===== src/rtl/u_to_s_pipe.sv =====
`timescale 1ns/1ps
// u_to_s_pipe
//   Packs a sign + magnitude pair into a signed fraction for the FP adder
//   datapath. Two-stage valid/ready pipeline: S1 captures the input beat,
//   S2 computes and holds the result toward the adder input register.
//
//   Mode (exp_determine):
//     0 : two's-complement negate when sign=1 (-0 collapses to +0)
//     1 : realign, sign kept in MSB, magnitude shifted right by one,
//         inexact flags the discarded LSB
//
//   Ports
//     CLK, RST                    clock, synchronous active-high reset
//     in_valid / in_ready         input handshake (in_ready independent of in_valid)
//     sign, frac_unsigned         sign and FRAC_W-bit magnitude
//     exp_determine               mode select
//     out_valid / out_ready       output handshake
//     frac_signed                 FRAC_W+1 bit result
//     inexact                     mode 1 only: discarded LSB was 1
//     neg_zero                    only when U_TO_S_NEG_ZERO_EN is defined:
//                                 mode 0 input was -0
//
//   Build option: U_TO_S_NEG_ZERO_EN adds the neg_zero output.

module u_to_s_pipe #(
    parameter int unsigned FRAC_W = 26
) (
    input  logic              CLK,
    input  logic              RST,
    input  logic              in_valid,
    output logic              in_ready,
    input  logic              sign,
    input  logic [FRAC_W-1:0] frac_unsigned,
    input  logic              exp_determine,
    output logic              out_valid,
    input  logic              out_ready,
    output logic [FRAC_W:0]   frac_signed,
    output logic              inexact
`ifdef U_TO_S_NEG_ZERO_EN
    ,
    output logic              neg_zero
`endif
);

    localparam int unsigned OUT_W = FRAC_W + 1;

    // Stage 1 state
    logic              s1_valid_q, s1_valid_d;
    logic              s1_sign_q,  s1_sign_d;
    logic [FRAC_W-1:0] s1_frac_q,  s1_frac_d;
    logic              s1_mode_q,  s1_mode_d;

    // Stage 2 state (drives the outputs directly)
    logic              s2_valid_q, s2_valid_d;
    logic [OUT_W-1:0]  res_q,      res_d;
    logic              inexact_q,  inexact_d;
    logic              neg_zero_q, neg_zero_d;

    logic              s1_adv;
    logic              in_xfer;
    logic [OUT_W-1:0]  mag_ext;

    // S2 can take a new beat when empty or when its beat leaves this cycle
    assign s1_adv   = !s2_valid_q || out_ready;
    assign in_ready = !s1_valid_q || s1_adv;
    assign in_xfer  = in_valid && in_ready;
    assign mag_ext  = {1'b0, s1_frac_q};

    // Next-state for both stages
    always_comb begin
        s1_valid_d = s1_valid_q;
        s1_sign_d  = s1_sign_q;
        s1_frac_d  = s1_frac_q;
        s1_mode_d  = s1_mode_q;
        s2_valid_d = s2_valid_q;
        res_d      = res_q;
        inexact_d  = inexact_q;
        neg_zero_d = neg_zero_q;

        // S1 empties when it advances, refills on an input transfer
        if (s1_adv) begin
            s1_valid_d = 1'b0;
        end
        if (in_xfer) begin
            s1_valid_d = 1'b1;
            s1_sign_d  = sign;
            s1_frac_d  = frac_unsigned;
            s1_mode_d  = exp_determine;
        end

        if (s1_adv) begin
            s2_valid_d = s1_valid_q;
            if (s1_valid_q) begin
                if (s1_mode_q) begin
                    res_d      = {s1_sign_q, 1'b0, s1_frac_q[FRAC_W-1:1]};
                    inexact_d  = s1_frac_q[0];
                    neg_zero_d = 1'b0;
                end else begin
                    // Magnitude < 2^FRAC_W, so the negation always fits
                    res_d      = s1_sign_q ? OUT_W'(~mag_ext + OUT_W'(1)) : mag_ext;
                    inexact_d  = 1'b0;
                    neg_zero_d = s1_sign_q && (s1_frac_q == '0);
                end
            end
        end
    end

    // State registers
    always_ff @(posedge CLK) begin
        if (RST) begin
            s1_valid_q <= 1'b0;
            s1_sign_q  <= 1'b0;
            s1_frac_q  <= '0;
            s1_mode_q  <= 1'b0;
            s2_valid_q <= 1'b0;
            res_q      <= '0;
            inexact_q  <= 1'b0;
            neg_zero_q <= 1'b0;
        end else begin
            s1_valid_q <= s1_valid_d;
            s1_sign_q  <= s1_sign_d;
            s1_frac_q  <= s1_frac_d;
            s1_mode_q  <= s1_mode_d;
            s2_valid_q <= s2_valid_d;
            res_q      <= res_d;
            inexact_q  <= inexact_d;
            neg_zero_q <= neg_zero_d;
        end
    end

    assign out_valid   = s2_valid_q;
    assign frac_signed = res_q;
    assign inexact     = inexact_q;

`ifdef U_TO_S_NEG_ZERO_EN
    assign neg_zero = neg_zero_q;
`else
    // -0 is folded into +0 and the flag has no consumer in this build
    logic unused_neg_zero;
    assign unused_neg_zero = neg_zero_q;
`endif

endmodule


===== config.mk =====
export PLATFORM = sky130hd
export DESIGN_NAME = u_to_s_pipe
export DESIGN_NICKNAME = d
export VERILOG_FILES = /design/src/rtl/u_to_s_pipe.sv
export SDC_FILE = /design/constraint.sdc
export NUM_CORES = 1
export LEC_CHECK = 0
export CORE_UTILIZATION = 49
export CTS_CLUSTER_SIZE = 8
export DETAILED_ROUTE_END_ITERATION = 7
export DONT_BUFFER_PORTS = 1
export PLACE_DENSITY_LB_ADDON = 0.3
export SLEW_MARGIN = 10
export SYNTH_ARGS = -nofsm -noshare
export SYNTH_HDL_FRONTEND = slang
export SYNTH_SLANG_ARGS = --single-unit

===== constraint.sdc =====
create_clock -name CLK -period 2 [get_ports CLK]
set_input_delay 0.5 -clock CLK [delete_from_list [all_inputs] [get_ports CLK]]
set_output_delay 0.5 -clock CLK [all_outputs]
set_load 0.05 [all_outputs]

Word-level counts from Yosys, hierarchy flattened
Index checks and enable logic that the tools add are counted.
- flip-flop bits (word level): 58
- input bits: 32
- bitwise operators: 1
- add/sub/neg operators: 1
- reductions and logical operators: 7
- mux-type cells: 5
- operator list (cell ; count):
    $mux 27 ; 2
    $add 27x1->27 const B ; 1
    $not 26->27 ; 1
    $mux 1 ; 3
    $logic_not 1->1 ; 2
    $logic_or 1x1->1 ; 2
    $reduce_and 2->1 ; 1
    $reduce_bool 2->1 ; 1
    $logic_and 1x1->1 ; 1

Depth between registers and ports, before layout
- depth after elaboration: 5
- gate-level depth with buffers: 9

Worst setup path before layout
No wires, ideal clock.
- path kind: register to register
- from: reg s2_valid_q (netlist: out_valid)
- to: reg s1_frac_q[7]
- clock period less this slack: 2.183 ns
- path buffers: 1
- data arrival time: 2.113 ns
- slack: -0.183 ns
- stages on the path, launching flop included: 7
- path through: dfxtp_1 > nor2b_1 > nand2_1 > nand2_1 > clkbuf_1 > nand2_1 > a21oi_1
- longest elaborated chain between the ends: 4
- RTL lines (element ; RTL line ; text):
    from (decl) ; 54 ; logic s2_valid_q, s2_valid_d;
    from (signal assigned) ; 124 ; s2_valid_q <= s2_valid_d;
    $logic_not 1->1 ; 64 ; assign s1_adv = !s2_valid_q || out_ready;
    $logic_or 1x1->1 ; 64 ;
    $logic_or 1x1->1 ; 65 ; assign in_ready = !s1_valid_q || s1_adv;
    net in_ready ; 31 ; output logic in_ready,
    $logic_and 1x1->1 ; 66 ; assign in_xfer = in_valid && in_ready;
    to (signal assigned) ; 122 ; s1_frac_q <= s1_frac_d;
    to (decl) ; 50 ; logic [FRAC_W-1:0] s1_frac_q, s1_frac_d;
The timed path passes the listed nets, and every way through them passes these cells.
A chain may end at the register's enable or synchronous reset.

Worst setup path after layout
- from: reg s1_frac_q[3]
- to: reg res_q[18] (netlist: frac_signed[18])
- longest elaborated chain between the ends: 4
- RTL lines (element ; RTL line ; text):
    $not 26->27 ; 100 ; res_d = s1_sign_q ? OUT_W'(~mag_ext + OUT_W'(1)) : mag_ext;
    $add 27x1->27 ; 100 ;
    $mux 27 ; 100 ;
    $mux 27 ; 94 ; if (s1_mode_q) begin
    to (signal assigned) ; 125 ; res_q <= res_d;
    to (decl) ; 55 ; logic [OUT_W-1:0] res_q, res_d;
Every way passes these cells.

==> impl_metrics.toml <==
[outcome]
run_status = "finished with violations"
violations = "negative setup slack"

[sta]
drv_slew = 0
worst_slew_pin_slew_ns = 0.584
worst_slack_ns = -0.0559
setup_viol = 6
fin_worst_skew_ns = 0.00506
period_share_pct = 103
timing.fmax_mhz = 486
grt_setup_unrepaired = "true"
relSlewSlack_pct = 61.0
fin_crit_ns = 2.06
finalHoldViolCount = 0

[logic_synthesis]
syn_nets = 422
async_reset_ff_share_pct = 0
synth_flop_cell = "dfxtp_1"
yosysSeqAreaShare_pct = 38.8
syn_inst = 389
yosysTopAreaCellShare_pct = 38.8
synth_edf_count = 0
syn_area_um2 = 2990
syn_avg_cell_area_um2 = 7.69
yosys_warnings = 0
synthDistinctLibCells = 49
netlist_top_cells_area = "dfxtp_1 39%, nand2_1 10%, a21oi_1 7.5%"
yosys.area.top_type = "dfxtp_1"
ys_ff_latch = 58

[critical_path]
cpLargestDelayFamily = "simple AND/OR/NAND/NOR gates"
cp_num_buf_inv = 1
critPathLaunch = "s1_frac_q[3]$_SDFFE_PP0P_"
worstSetupStartpointType = "flop"
cp-endpoint = "frac_signed[18]$_SDFFE_PP0P_"
ff2ff_path_depth = 6
r2r-start = "s1_frac_q[3]$_SDFFE_PP0P_"
path_max_fanout = 5
r2r-end = "frac_signed[18]$_SDFFE_PP0P_"
critPathSlowestCell = "or4_4"
worstSetupPathDepth = 6
critPathRequiredTime_ns = 2.22
worstPathArrival_ns = 2.28
crit_chain = "or4_4 -> or4_4 -> buf_4 -> nor2_1 -> o311a_1 -> a21oi_1"
reg2reg_setup_slack_ns = -0.06
critPathCaptureType = "flop"
critPathMostFrequentCell = "or4_4"
max_stage_delay_ns = 0.56
setup.worst_path.class = "reg2reg"

[final_layout]
antennaDiodeCount = 0
nets = 441
layout_commonest_cell = "nand2_1"
drive_above_1_share_pct = 21.4
final_area_um2 = 3650
syn_to_final_growth_pct = 22.1
final_cell_mix = "81 x nand2_1, 55 x dfxtp_1, 44 x a21oi_1"

[route]
vias_per_cell = 5.96
post-route-drc-count = 0
dr.pass1.iters = 5
ant_nets = 0
wirelength_um = 8080
vias = 2902
drt-initial-drc-count = 297
wl_per_cell_um = 16.6

[global_routing]
grt_pass1_wl_um = 12300
grt_antenna_before_repair = 0
grt_max_degree = 54
grt_pass1_vias = 2518
grtUsageTotal_pct = 25.4
overflow = 0

[pwr]
power_density_nw_per_um2 = 792
power_mw = 2.89
p_leak_nw = 1.35
ir_drop_mv = 0.450

[die]
dieHeight_um = 80.1
dieArea_um2 = 6420
io_pins = 62
core_area_um2 = 5920
die_x_um = 80.1
initial_core_util_pct = 50.5
num_rows = 28

[place]
dpl_cell_area_um2 = 3310
dp_hpwl_um = 5540
numPortBuffers = 0
globalplace.congestion = 0.860

[run]
cap_violations = 0

[clock_network]
hold_buffers = 0
cts_buffer_depth = 2
clkSinkCount = 58
h-tree-depth = 3
cts_buffers = 9
path_clk_slew_ns = 0.06
cts_tree = "yes"
clockRootBuffer = "clkbuf_8"
clk_latency_ns = 0.33

[min_path]
hp-class = "in2reg"
==> cell type report <==
class	instances	area [µm²]
Tap cell	75	93.8
Clock inverter	2	12.5
Clock buffer	13	159
Timing Repair Buffer	43	343
Sequential cell	58	1160
Inverter	7	26.3
Fill cell	550	2270
Multi-Input combinational cell	289	1850
==> worst register-to-register path: stages (launching register included) <==
cell and delay [ns]:
dfxtp_2 0.32, or4_4 0.56, or4_4 0.56, buf_4 0.18
nor2_1 0.09, o311a_1 0.18, a21oi_1 0.07
==> Yosys cell counts, types with 8 or more instances <==
cell type  instances
o31ai_1            9
mux2i_1            8
xor2_1             8
nor2_1            21
nand3_1            8
a21oi_1           45
dfxtp_1           58
xnor2_1            8
clkbuf_1          27
nand2_1           82
nor3_1            12
o21ai_0           17
==> sequential cells by signal (all words and copies together) (netlist names) <==
signal,count
frac_signed,27
inexact,1
out_valid,1
s1_frac_q,26
s1_mode_q,1
s1_sign_q,1
s1_valid_q,1
==> stage by stage <==
stage                     util [%]  TNS [ns]  hold WS, ns  worst slack [ns]  instances
after global routing          61.7    -0.874        0.213            -0.125        487
final                         61.7    -0.181        0.234           -0.0559        487
after detailed placement      55.9    -0.902        0.444            -0.175        471
after CTS                     59.6    -0.276        0.215           -0.0779        486
after floorplan                  -    -0.734        0.468            -0.132        389
after global placement        55.9    -0.450        0.438           -0.0982        471
==> per-layer routing <==
| metal | up-vias | track usage, % | routed length, µm | share of wire, % |
|---|---|---|---|---|
| met3 | 18 | 6.02 | 641 | 7.9 |
| met2 | 122 | 37.8 | 3620 | 45 |
| met5 | - | 0 | 0 | 0 |
| met4 | 0 | 11.6 | 155 | 1.9 |
| met1 | 1340 | 34.6 | 3670 | 45 |
| li1 | 1422 | - | - | - |
==> kinds of logic (layout without fill, tap and decap cells) <==
group / after synthesis / after routing / synth area share (%)
AO/OA/AOI/OAI: 115 / 115 / 25.0
multiplexers: 8 / 8 / 2.68
AND/OR/NAND/NOR: 149 / 149 / 22.8
buffers and inverters: 42 / 65 / 5.60
XOR/XNOR: 16 / 16 / 4.68
adder cells (fa/ha/maj): 1 / 1 / 0.418
flip-flops: 58 / 58 / 38.8
==> repair_timing <==
item	CTS	global route
pin swaps	8	7
resized for setup	10	18
setup endpoints to repair	12	17
setup buffers	0	1
==> power by group <==
part	total, mW	internal, mW	switching, mW
sequential	1.37	1.22	0.147
clock	0.957	0.509	0.449
combinational	0.571	0.237	0.334
total	2.89	1.96	0.929
==> worst min-delay path by stage <==
stage / from / end / slack [ns] / depth (start not counted)
after floorplan: s1_frac_q[11]$_SDFFE_PP0P_ / s1_frac_q[11]$_SDFFE_PP0P_ / 0.47 / 2
after global placement: s1_sign_q$_SDFFE_PP0P_ / s1_sign_q$_SDFFE_PP0P_ / 0.44 / 2
after detailed placement: s1_sign_q$_SDFFE_PP0P_ / s1_sign_q$_SDFFE_PP0P_ / 0.44 / 2
after CTS: RST / out_valid$_SDFFE_PP0P_ / 0.22 / 1
after global routing: RST / frac_signed[1]$_SDFFE_PP0P_ / 0.21 / 1
final: RST / frac_signed[1]$_SDFFE_PP0P_ / 0.23 / 1
Note: power is estimated with default switching activity, not from simulation.
